`src/rtl/xor_parity_accum.sv`:
```
// ---------------------------------------------------------------------------
// xor_parity_accum
//
// Folds a framed stream of WIDTH-bit words into a running bitwise XOR
// checksum and reports, once per frame, the checksum, its parity bit, the
// number of words accepted (saturating at MAX_WORDS) and an overflow flag.
// Frames end on the word that carries in_last. Both sides use valid/ready
// handshakes. While a result is pending the input side is stalled.
//
// Parameters
//   WIDTH       data word width in bits (>= 1)
//   MAX_WORDS   largest word count reported per frame (>= 1)
//   ODD_PARITY  0: out_parity = ^out_xor, 1: out_parity = ~^out_xor
//
// Ports
//   clk           rising-edge clock
//   rst           synchronous active-high reset
//   in_valid      upstream word valid
//   in_ready      block can accept a word (high in IDLE/ACCUM)
//   in_data       data word
//   in_last       marks the final word of a frame
//   out_valid     frame result valid (high in DONE)
//   out_ready     downstream accepts the result
//   out_xor       XOR of all words of the frame
//   out_parity    parity of out_xor, polarity set by ODD_PARITY
//   out_count     words accepted, saturating at MAX_WORDS
//   out_overflow  frame carried more than MAX_WORDS words
// ---------------------------------------------------------------------------
module xor_parity_accum #(
   parameter int WIDTH      = 8,
   parameter int MAX_WORDS  = 16,
   parameter int ODD_PARITY = 0
) (
   input  logic                               clk,
   input  logic                               rst,
   input  logic                               in_valid,
   output logic                               in_ready,
   input  logic [WIDTH-1:0]                   in_data,
   input  logic                               in_last,
   output logic                               out_valid,
   input  logic                               out_ready,
   output logic [WIDTH-1:0]                   out_xor,
   output logic                               out_parity,
   output logic [$clog2(MAX_WORDS+1)-1:0]     out_count,
   output logic                               out_overflow
);

   localparam int   CW      = $clog2(MAX_WORDS + 1);
   localparam logic ODD_BIT = (ODD_PARITY != 0);

   typedef enum logic [1:0] {IDLE, ACCUM, DONE} state_t;

   state_t           state;
   logic [WIDTH-1:0] acc;
   logic [CW-1:0]    cnt;
   logic             ovf;

   logic             xfer;
   logic [WIDTH-1:0] acc_nxt;
   logic [CW-1:0]    cnt_nxt;
   logic             ovf_nxt;

   // Word count never wraps: it sticks at MAX_WORDS once reached.
   function automatic logic [CW-1:0] sat_inc(input logic [CW-1:0] c);
      return (c == CW'(MAX_WORDS)) ? c : c + CW'(1);
   endfunction

   function automatic logic parity_of(input logic [WIDTH-1:0] x);
      return (^x) ^ ODD_BIT;
   endfunction

   // in_ready is low in DONE, so xfer can only be true in IDLE/ACCUM.
   // Gating every state update on xfer keeps undriven in_data/in_last
   // out of the registers while in_valid is low.
   assign xfer = in_valid && in_ready;

   // Values the frame registers take on an accepted word. The first word
   // of a frame (IDLE) restarts the checksum instead of folding into it.
   always_comb begin
      acc_nxt = acc ^ in_data;
      cnt_nxt = sat_inc(cnt);
      ovf_nxt = ovf | (cnt == CW'(MAX_WORDS));
      if (state == IDLE) begin
         acc_nxt = in_data;
         cnt_nxt = CW'(1);
         ovf_nxt = 1'b0;
      end
   end

   // Result registers are loaded on the edge that accepts the last word, so
   // they are valid together with out_valid and then hold until the next
   // frame completes.
   always_ff @(posedge clk) begin
      if (rst) begin
         state        <= IDLE;
         in_ready     <= 1'b1;
         out_valid    <= 1'b0;
         acc          <= '0;
         cnt          <= '0;
         ovf          <= 1'b0;
         out_xor      <= '0;
         out_parity   <= ODD_BIT;
         out_count    <= '0;
         out_overflow <= 1'b0;
      end else begin
         case (state)
            IDLE, ACCUM: begin
               if (xfer) begin
                  acc <= acc_nxt;
                  cnt <= cnt_nxt;
                  ovf <= ovf_nxt;
                  if (in_last) begin
                     state        <= DONE;
                     in_ready     <= 1'b0;
                     out_valid    <= 1'b1;
                     out_xor      <= acc_nxt;
                     out_parity   <= parity_of(acc_nxt);
                     out_count    <= cnt_nxt;
                     out_overflow <= ovf_nxt;
                  end else begin
                     state <= ACCUM;
                  end
               end
            end
            DONE: begin
               // No same-cycle accept: in_ready rises after the handshake.
               if (out_ready) begin
                  state     <= IDLE;
                  out_valid <= 1'b0;
                  in_ready  <= 1'b1;
               end
            end
            default: begin
               state     <= IDLE;
               in_ready  <= 1'b1;
               out_valid <= 1'b0;
            end
         endcase
      end
   end

endmodule

```
`config.mk`:
```
export PLATFORM = sky130hd
export DESIGN_NAME = xor_parity_accum
export DESIGN_NICKNAME = d
export VERILOG_FILES = /design/src/rtl/xor_parity_accum.sv
export SDC_FILE = /design/constraint.sdc
export NUM_CORES = 1
export LEC_CHECK = 0
export CELL_PAD_IN_SITES_DETAIL_PLACEMENT = 0
export CELL_PAD_IN_SITES_GLOBAL_PLACEMENT = 1
export CORE_ASPECT_RATIO = 0.75
export CORE_MARGIN = 2
export CORE_UTILIZATION = 43
export CTS_BUF_LIST = sky130_fd_sc_hd__clkbuf_8
export DETAILED_ROUTE_END_ITERATION = 6
export GPL_TIMING_DRIVEN = 0
export HOLD_SLACK_MARGIN = 0.1
export PLACE_DENSITY = 0.95
export SLEW_MARGIN = 20
export SYNTH_ARGS = -nofsm -noshare
export SYNTH_HDL_FRONTEND = slang
export SYNTH_SLANG_ARGS = --single-unit
```
`constraint.sdc`:
```
create_clock -name clk -period 2.6 [get_ports clk]
set_input_delay 0.52 -clock clk [delete_from_list [all_inputs] [get_ports clk]]
set_output_delay 0.52 -clock clk [all_outputs]
set_load 0.1 [all_outputs]
```
=== Word level (Yosys, flattened, before mapping) ===
Index checks and enable logic that the tools add are counted.

* Add/sub/neg operators: 1
* Muxes and demuxes: 16
* Equal/unequal tests: 6
* Reduce and logical (&&, ||, !) cells: 8
* Bitwise gates (word level): 2
* Multiply operators: 0
* $lt $le $gt $ge: 0
* Divide/modulo/power cells: 0
* Shifts and indexed selects: 0

{| class="wikitable"
|+ Operators by type and width
! kind !! count
|-
| two-way mux 5 bit || 2
|-
| two-way mux 8 bit || 1
|-
| XOR reduction 8 bit || 1
|-
| XOR 8 bit || 1
|-
| two-way mux 1 bit || 7
|-
| two-way mux 2 bit || 3
|-
| inequality test 2 bit (second input constant) || 3
|-
| AND reduction 3 bit || 2
|-
| adder 5 x 1 -> 5 bit (second input constant) || 1
|-
| equality test 5 bit (second input constant) || 1
|-
| case mux 1 bit (2 select lines) || 2
|-
| case mux 2 bit (2 select lines) || 1
|-
| AND reduction 2 bit || 2
|-
| equality test 2 x 1 -> 1 bit (second input constant) || 1
|-
| equality test 2 bit (second input constant) || 1
|-
| zero test 2 bit || 1
|-
| OR reduction 2 bit || 1
|-
| logical AND 1 bit || 1
|-
| bitwise OR 1 bit || 1
|}

* Memories kept: 0
* Output and inout bits: 17
* Bits in writable memories: 0
* Latch bits: 0
* Register bits after elaboration: 33
* Word-level logic and storage cells: 43
* Bits in read-only memories: 0

=== Depth between registers and ports, before layout ===
Gate-level depths: netlist (run 1).

* Word-level depth: 4
* Depth in mapped cells: 7
* Gate-level depth less buffers: 7

=== Worst setup path after synthesis (run 1) ===
Ideal clock, no wire load.

* Path kind: register to register
* Start point: register in_ready
* End point: register out_xor[0]
* Slack: 0.513 ns
* Clock period less this slack: 2.087 ns
* Data arrival time: 2.001 ns
* Stages on the path, launching flop included: 6
* Buffers on the path: 1
* Required time: 2.514 ns
* Cells stage by stage: dfxtp_1 > and3b_1 > and2_1 > clkbuf_1 > nor2_1 > a211oi_1

* Word-level cells in the longest chain between the ends: 2

{| class="wikitable"
|+ RTL lines
! element !! RTL line !! text
|-
| start: declaration || 37 || <nowiki>output logic in_ready,</nowiki>
|-
| start signal: assignment || 96 || <nowiki>in_ready <= 1'b1;</nowiki>
|-
| start signal: assignment || 114 || <nowiki>in_ready <= 1'b0;</nowiki>
|-
| start signal: assignment || 130 || <nowiki>in_ready <= 1'b1;</nowiki>
|-
| logical AND 1 bit || 75 || <nowiki>assign xfer = in_valid && in_ready;</nowiki>
|-
| AND reduction 3 bit (no source line) || - ||
|-
| end signal: assignment || 116 || <nowiki>out_xor <= acc_nxt;</nowiki>
|-
| end: declaration || 42 || <nowiki>output logic [WIDTH-1:0] out_xor,</nowiki>
|}

No other way between the ends.
A chain may end at the register's enable or synchronous reset.

=== Worst setup path in the final report (run 1) ===
* Start point: register in_ready
* End point: output in_ready

No word-level cell between the ends.

==> results.yml, run 1 <==
cells_and_area:
  synthToLayoutAreaGrowth_pct: 25.6
  fillers: 369
  multi_input_area_sq_um: 941
  final_cells: 293
  n_antenna_cell: 0
  regArea_sq_um: 661
  drive_gt1_frac: 0.0456
  finalInstanceArea_sq_um: 2080
  nets: 255
logic_synthesis:
  syn-cell-area_sq_um: 1660
  syn_avg_cell_area_sq_um: 8.09
  ys_async_sr_fraction: 0
  synth.area.mux_share: 0
  yosys.area.top_type_share: 0.398
  synthCells: 205
  synth_warnings: 0
  synth.net_count: 220
  synth_most_common_cell: "dfxtp_1"
  synth.distinct_cells: 31
  ys_seq_area_frac: 0.398
  yosysTopAreaCell: "dfxtp_1"
  ys_seq_elements: 33
  synth-edff-count: 0
  synthFlopType: "dfxtp_1"
  synth_top_family_by_area: "simple AND/OR/NAND/NOR gates"
  synthTopCellsByCount: "dfxtp_1 (33), nand2_1 (26), nor2_1 (24)"
  synth_xor_area_frac: 0.137
  synth_area_leaders: "dfxtp_1 (40%), xnor2_1 (7.4%), xor2_1 (6.3%), nand2_1 (5.9%), o21ai_0 (5.7%)"
  synthSimpleGateAreaFrac: 0.219
  synth_fa_ha_area_frac: 0.0151
  synth_compound_area_frac: 0.196
setup_path:
  cp.required_ns: 2.08
  path_buf_inv: 1
  cp-start-kind: "flop"
  cp_max_fo: 6
  criticalPathCategory: "reg -> out"
  arrival_ns: 1.85
  crit_chain: "clkdlybuf4s50_1"
  end_kind: "output pin"
  crit_slowest_cell: "clkdlybuf4s50_1"
  max_stage_delay_ns: 1.16
  crit_family: "buffers and inverters"
grt:
  grt-busiest-layer: "met1"
  track_usage: 0.187
  grt_max_degree: 11
  gr-usage-met1: 0.271
  grt_first_pass_wirelength_mm: 6.04
  use_met3: 0.0470
  grt_pass1_vias: 1280
  antenna_found_initial: 0
  use_met2: 0.270
  grt_overflow: 0
clock_network:
  hold_buffers: 0
  tritoncts: "yes"
  cts_resized: 0
  cts.sinks: 33
  htreeDepth: 2
  root_buffer: "clkbuf_8"
  clk-insertion-delay-late_ns: 0.28
  cts_buffers: 5
  clockBufferDepth: 2
  postCtsSetupBuffers: 0
  clkSlewWorstSetupHoldPaths_ns: 0.07
floorplan:
  core-area_sq_um: 3680
  die_x_microns: 75.7
  rows: 19
  die_h_microns: 57.8
  start_util: 0.450
  pin_count: 30
  dieArea_sq_um: 4380
job:
  drv_cap: 0
sta:
  period_minus_slack_ns: 2.37
  slew_violations: 0
  grt_setup_unrepaired: "no"
  whs_ns: 0.450
  tightest_slew_ns: 0.966
  min_period_over_period: 0.913
  setup_tns_ns: 0
  max_freq_ghz: 0.421
  fin_worst_skew_ns: 0.00301
  slew_headroom: 0.354
  finalHoldViolCount: 0
  finalSetupViolations: 0
placed_design:
  hpwl_mm: 2.68
  place_area_sq_um: 2000
  portBuffers: 28
  gp_congestion: 0.773
  place_inst: 285
outcome:
  outcome: "complete, no violations"
drt:
  ant_nets: 0
  dr.pass1.iters: 4
  wl_per_cell_microns: 12.9
  drt-total-wl_mm: 3.78
  drtIter0Drc: 156
  vias_per_cell: 5.16
  drc: 0
  dr_total_vias: 1511
pwr:
  finalPower_uw: 1320
  vdd_drop_max_mv: 0.256
  power_leakage_uw: 0.000713
  p_per_area_nw_per_um2: 631
worst_hold_path:
  hold_class: "reg -> reg"
-- state kept, by name, summed over array words and instances (netlist names) --
register,cells
acc,8
out_xor,8
cnt,5
out_count,5
state,2
in_ready,1
out_overflow,1
out_parity,1
out_valid,1
ovf,1
-- metal layers --
metal	share of wire	routed length, microns	up-vias
met5	0	0	-
met4	0.017	65	0
met3	0.060	227	7
met2	0.44	1640	39
met1	0.49	1840	688
li1	-	-	777
-- area by class of cell --
| class | count | share of cell area |
|---|---|---|
| Multi-Input combinational cell | 157 | 0.451 |
| Sequential cell | 33 | 0.317 |
| Timing Repair Buffer | 28 | 0.134 |
| Clock buffer | 5 | 0.0330 |
| Tap cell | 52 | 0.0312 |
| Buffer | 12 | 0.0222 |
| Clock inverter | 3 | 0.00540 |
| Inverter | 3 | 0.00540 |
-- kinds of logic after synthesis --
logic type | after synthesis
and+or+nand+nor | 75
AOI/OAI and AO/OA | 54
DFF | 33
xor gates and xnor gates | 26
buffers and inverters | 15
adders and majority gates | 2
-- power by group --
group / total (uW) / switching, uW / internal, uW
Clock: 361 / 182 / 178
Combinational: 386 / 254 / 132
Sequential: 569 / 31.2 / 538
-- path summary, 6_finish.rpt --
check	start	end	slack, ns	cells past startpoint
setup / recovery	in_ready	in_ready	0.23	1
hold / removal	out_count[4]	out_count[4]	0.45	2
hold reg to reg	out_count[4]	out_count[4]	0.45	2
setup reg to reg	cnt[0]	cnt[3]	0.71	6
-- layout by cell type, fill, tap and decap left out, types with 2 or more instances in the layout --
cell             synthesis  routed
dfxtp_1                 33      33
clkdlybuf4s50_1          0      28
nand2_1                 26      26
nor2_1                  24      24
o21ai_0                 19      19
xnor2_1                 14      14
a21oi_1                 14      14
xor2_1                  12      12
clkbuf_1                10      10
a211oi_1                 9       9
a22oi_1                  8       8
inv_1                    3       6
nand3_1                  5       5
clkbuf_8                 0       5
nand3b_1                 3       3
nor4_1                   3       3
nor3_1                   3       3
o211ai_1                 2       2
or4_1                    2       2
ha_1                     2       2
-- metrics by stage --
stage	setup WS (ns)	util
after floorplan	0.513	-
after global placement	0.299	0.544
after detailed placement	0.320	0.544
after CTS	0.221	0.566
after global routing	0.158	0.566
final	0.227	0.566
Power figures use the tool's default switching activity.
==> inputs of run 2 (changes only) <==
ABC_AREA = 0   (was not set)
CTS_CLUSTER_DIAMETER = 150   (was not set)
==> results of run 2 <==
Final layout, timing and power as in run 1 (identical DEF).
==> inputs of run 3 (changes only) <==
GPL_TIMING_DRIVEN = not set   (was 0)
==> run 3 against run 2 <==
Against the previous run:
- first-iteration DRC count down 75%
- critical endpoint is now cnt[3]
- non-clock buffer count shrank 6
- largest cell class unchanged
- core utilization down 0.95 points
- highest routed layer unchanged
==> results.yml, run 3 (synthesized netlist as in run 1, its figures left out) <==
worst_hold_path:
  whs_endpoint: "out_overflow"
  holdCritStartpoint: "out_overflow"
  hold_depth: 2
  hold_class: "reg -> reg"
placed_design:
  hpwl_mm: 2.40
  preCtsSetupSlack_ns: 0.505
  place_area_sq_um: 1960
  gp_congestion: 0.734
  portBuffers: 29
  place_inst: 279
pwr:
  power_leakage_uw: 0.000750
  combPwrFrac: 0.282
  p_seq_frac: 0.425
  power.switching_uw: 463
  p_per_area_nw_per_um2: 652
  vdd_drop_max_mv: 0.250
  intPower_uw: 873
  p_sw_frac: 0.347
  clockPowerShare: 0.293
sta:
  setup_tns_ns: 0
  min_period_over_period: 0.710
  tightest_slew_ns: 0.436
  finalSetupViolations: 0
  period_minus_slack_ns: 1.85
  slew_violations: 0
  fin_worst_skew_ns: 0.00288
  max_freq_ghz: 0.542
  grt_setup_unrepaired: "no"
  slew_headroom: 0.709
  finalHoldViolCount: 0
  setup_ws_ns: 0.754
clock_network:
  htreeDepth: 2
  clk-insertion-delay-late_ns: 0.29
  tritoncts: "yes"
  postCtsSetupBuffers: 0
  root_buffer: "clkbuf_8"
  hold_buffers: 0
  clkSlewWorstSetupHoldPaths_ns: 0.07
  cts_buffers: 5
  cts_resized: 0
  clockBufferDepth: 2
  cts.sinks: 33
grt:
  grt_overflow: 0
  grt_max_degree: 26
  grt_pass1_vias: 1333
  antenna_found_initial: 0
  track_usage: 0.176
  grt_first_pass_wirelength_mm: 5.89
floorplan:
  die_x_microns: 75.7
  start_util: 0.450
  rows: 19
  dieArea_sq_um: 4380
  pin_count: 30
  core-area_sq_um: 3680
  die_h_microns: 57.8
cells_and_area:
  mostFrequentLayoutCells: "dfxtp_1 (33), nand2_1 (26), nor2_1 (24)"
  nets: 249
  reg_top3: "acc (8), out_xor (8)"
  finalInstanceArea_sq_um: 2050
  synthToLayoutAreaGrowth_pct: 23.5
  n_antenna_cell: 0
  final_common_cell: "dfxtp_1"
  drive_gt1_frac: 0.141
  final_cells: 286
  final_util: 0.556
setup_path:
  cp-start-kind: "flop"
  rr_startpoint: "cnt[0]"
  r2r_end: "cnt[3]"
  r2r_slack_ns: 0.75
  criticalPathCategory: "reg -> reg"
  max_stage_delay_ns: 0.46
  end_kind: "flop"
  crit_slowest_cell: "or4_1"
  arrival_ns: 2.07
  cp_max_fo: 6
  worstRegToRegCells: 6
  crit_chain: "inv_1 > ha_1 > and4bb_4 > or2_4 > or4_1 > a21oi_1"
  cp.required_ns: 2.82
drt:
  drc: 0
  vias_per_cell: 5.08
  dr.pass1.iters: 4
  ant_nets: 0
  drtIter0Drc: 39
  drt-total-wl_mm: 3.47
  dr_total_vias: 1454
  wl_per_cell_microns: 12.1
outcome:
  outcome: "complete, no violations"
job:
  drv_cap: 0
run 3: changes by cell type in the layout (fill, tap and decap cells not counted):
cell             change
inv_1                -2
clkbuf_1            -10
buf_4               +22
clkdlybuf4s50_1     -16
buf_2                -1
buf_1                -1
clkbuf_8             +1
run 3: worst max path at each step:
stage                        start          to  slack [ns]
after floorplan           in_ready  out_xor[0]        0.51
after global placement    in_valid  out_xor[4]        0.53
after detailed placement  in_valid  out_xor[0]        0.51
after CTS                   cnt[0]      cnt[3]        0.75
after global routing        cnt[0]      cnt[3]        0.65
final                       cnt[0]      cnt[3]        0.75
run 3: layer usage:
| metal | wire, microns | share of wire | track usage |
|---|---|---|---|
| met1 | 1830 | 0.53 | 0.245 |
| met2 | 1440 | 0.41 | 0.256 |
| met5 | 0 | 0 | 0 |
| met3 | 134 | 0.039 | 0.0487 |
| met4 | 65 | 0.019 | 0.0752 |
run 3: stage by stage:
step / hold slack [ns] / power (uW)
after floorplan: 0.466 / 866
after global placement: 0.443 / 953
after detailed placement: 0.446 / 956
after CTS: 0.457 / 1340
after global routing: 0.495 / 1400
final: 0.455 / 1340
run 3: critical path: cells and delay by family (launching register included):
kind	cells	cell delay, ns
compound gates	1	0.14
fa+ha+maj	1	0.20
buf+inv	1	0.11
flops	1	0.38
simple gates	3	0.95
run 3: final cells by class:
class	count	area [sq um]
clock buffers	6	82.6
fillers	365	1640
flip-flops and latches	33	661
clock inverters	1	3.75
repair buffers	34	285
inverters	3	11.3
multi-input cells	157	941
well taps	52	65.1
run 3: power by group through the flow:
stage / clock (uW) / combinational (uW) / sequential (uW)
5_1_grt: 419 / 410 / 574
3_5_place_dp: 0 / 377 / 580
6_report: 391 / 376 / 568
3_3_place_gp: 0 / 374 / 579
4_1_cts: 397 / 378 / 569
2_1_floorplan: 0 / 177 / 689
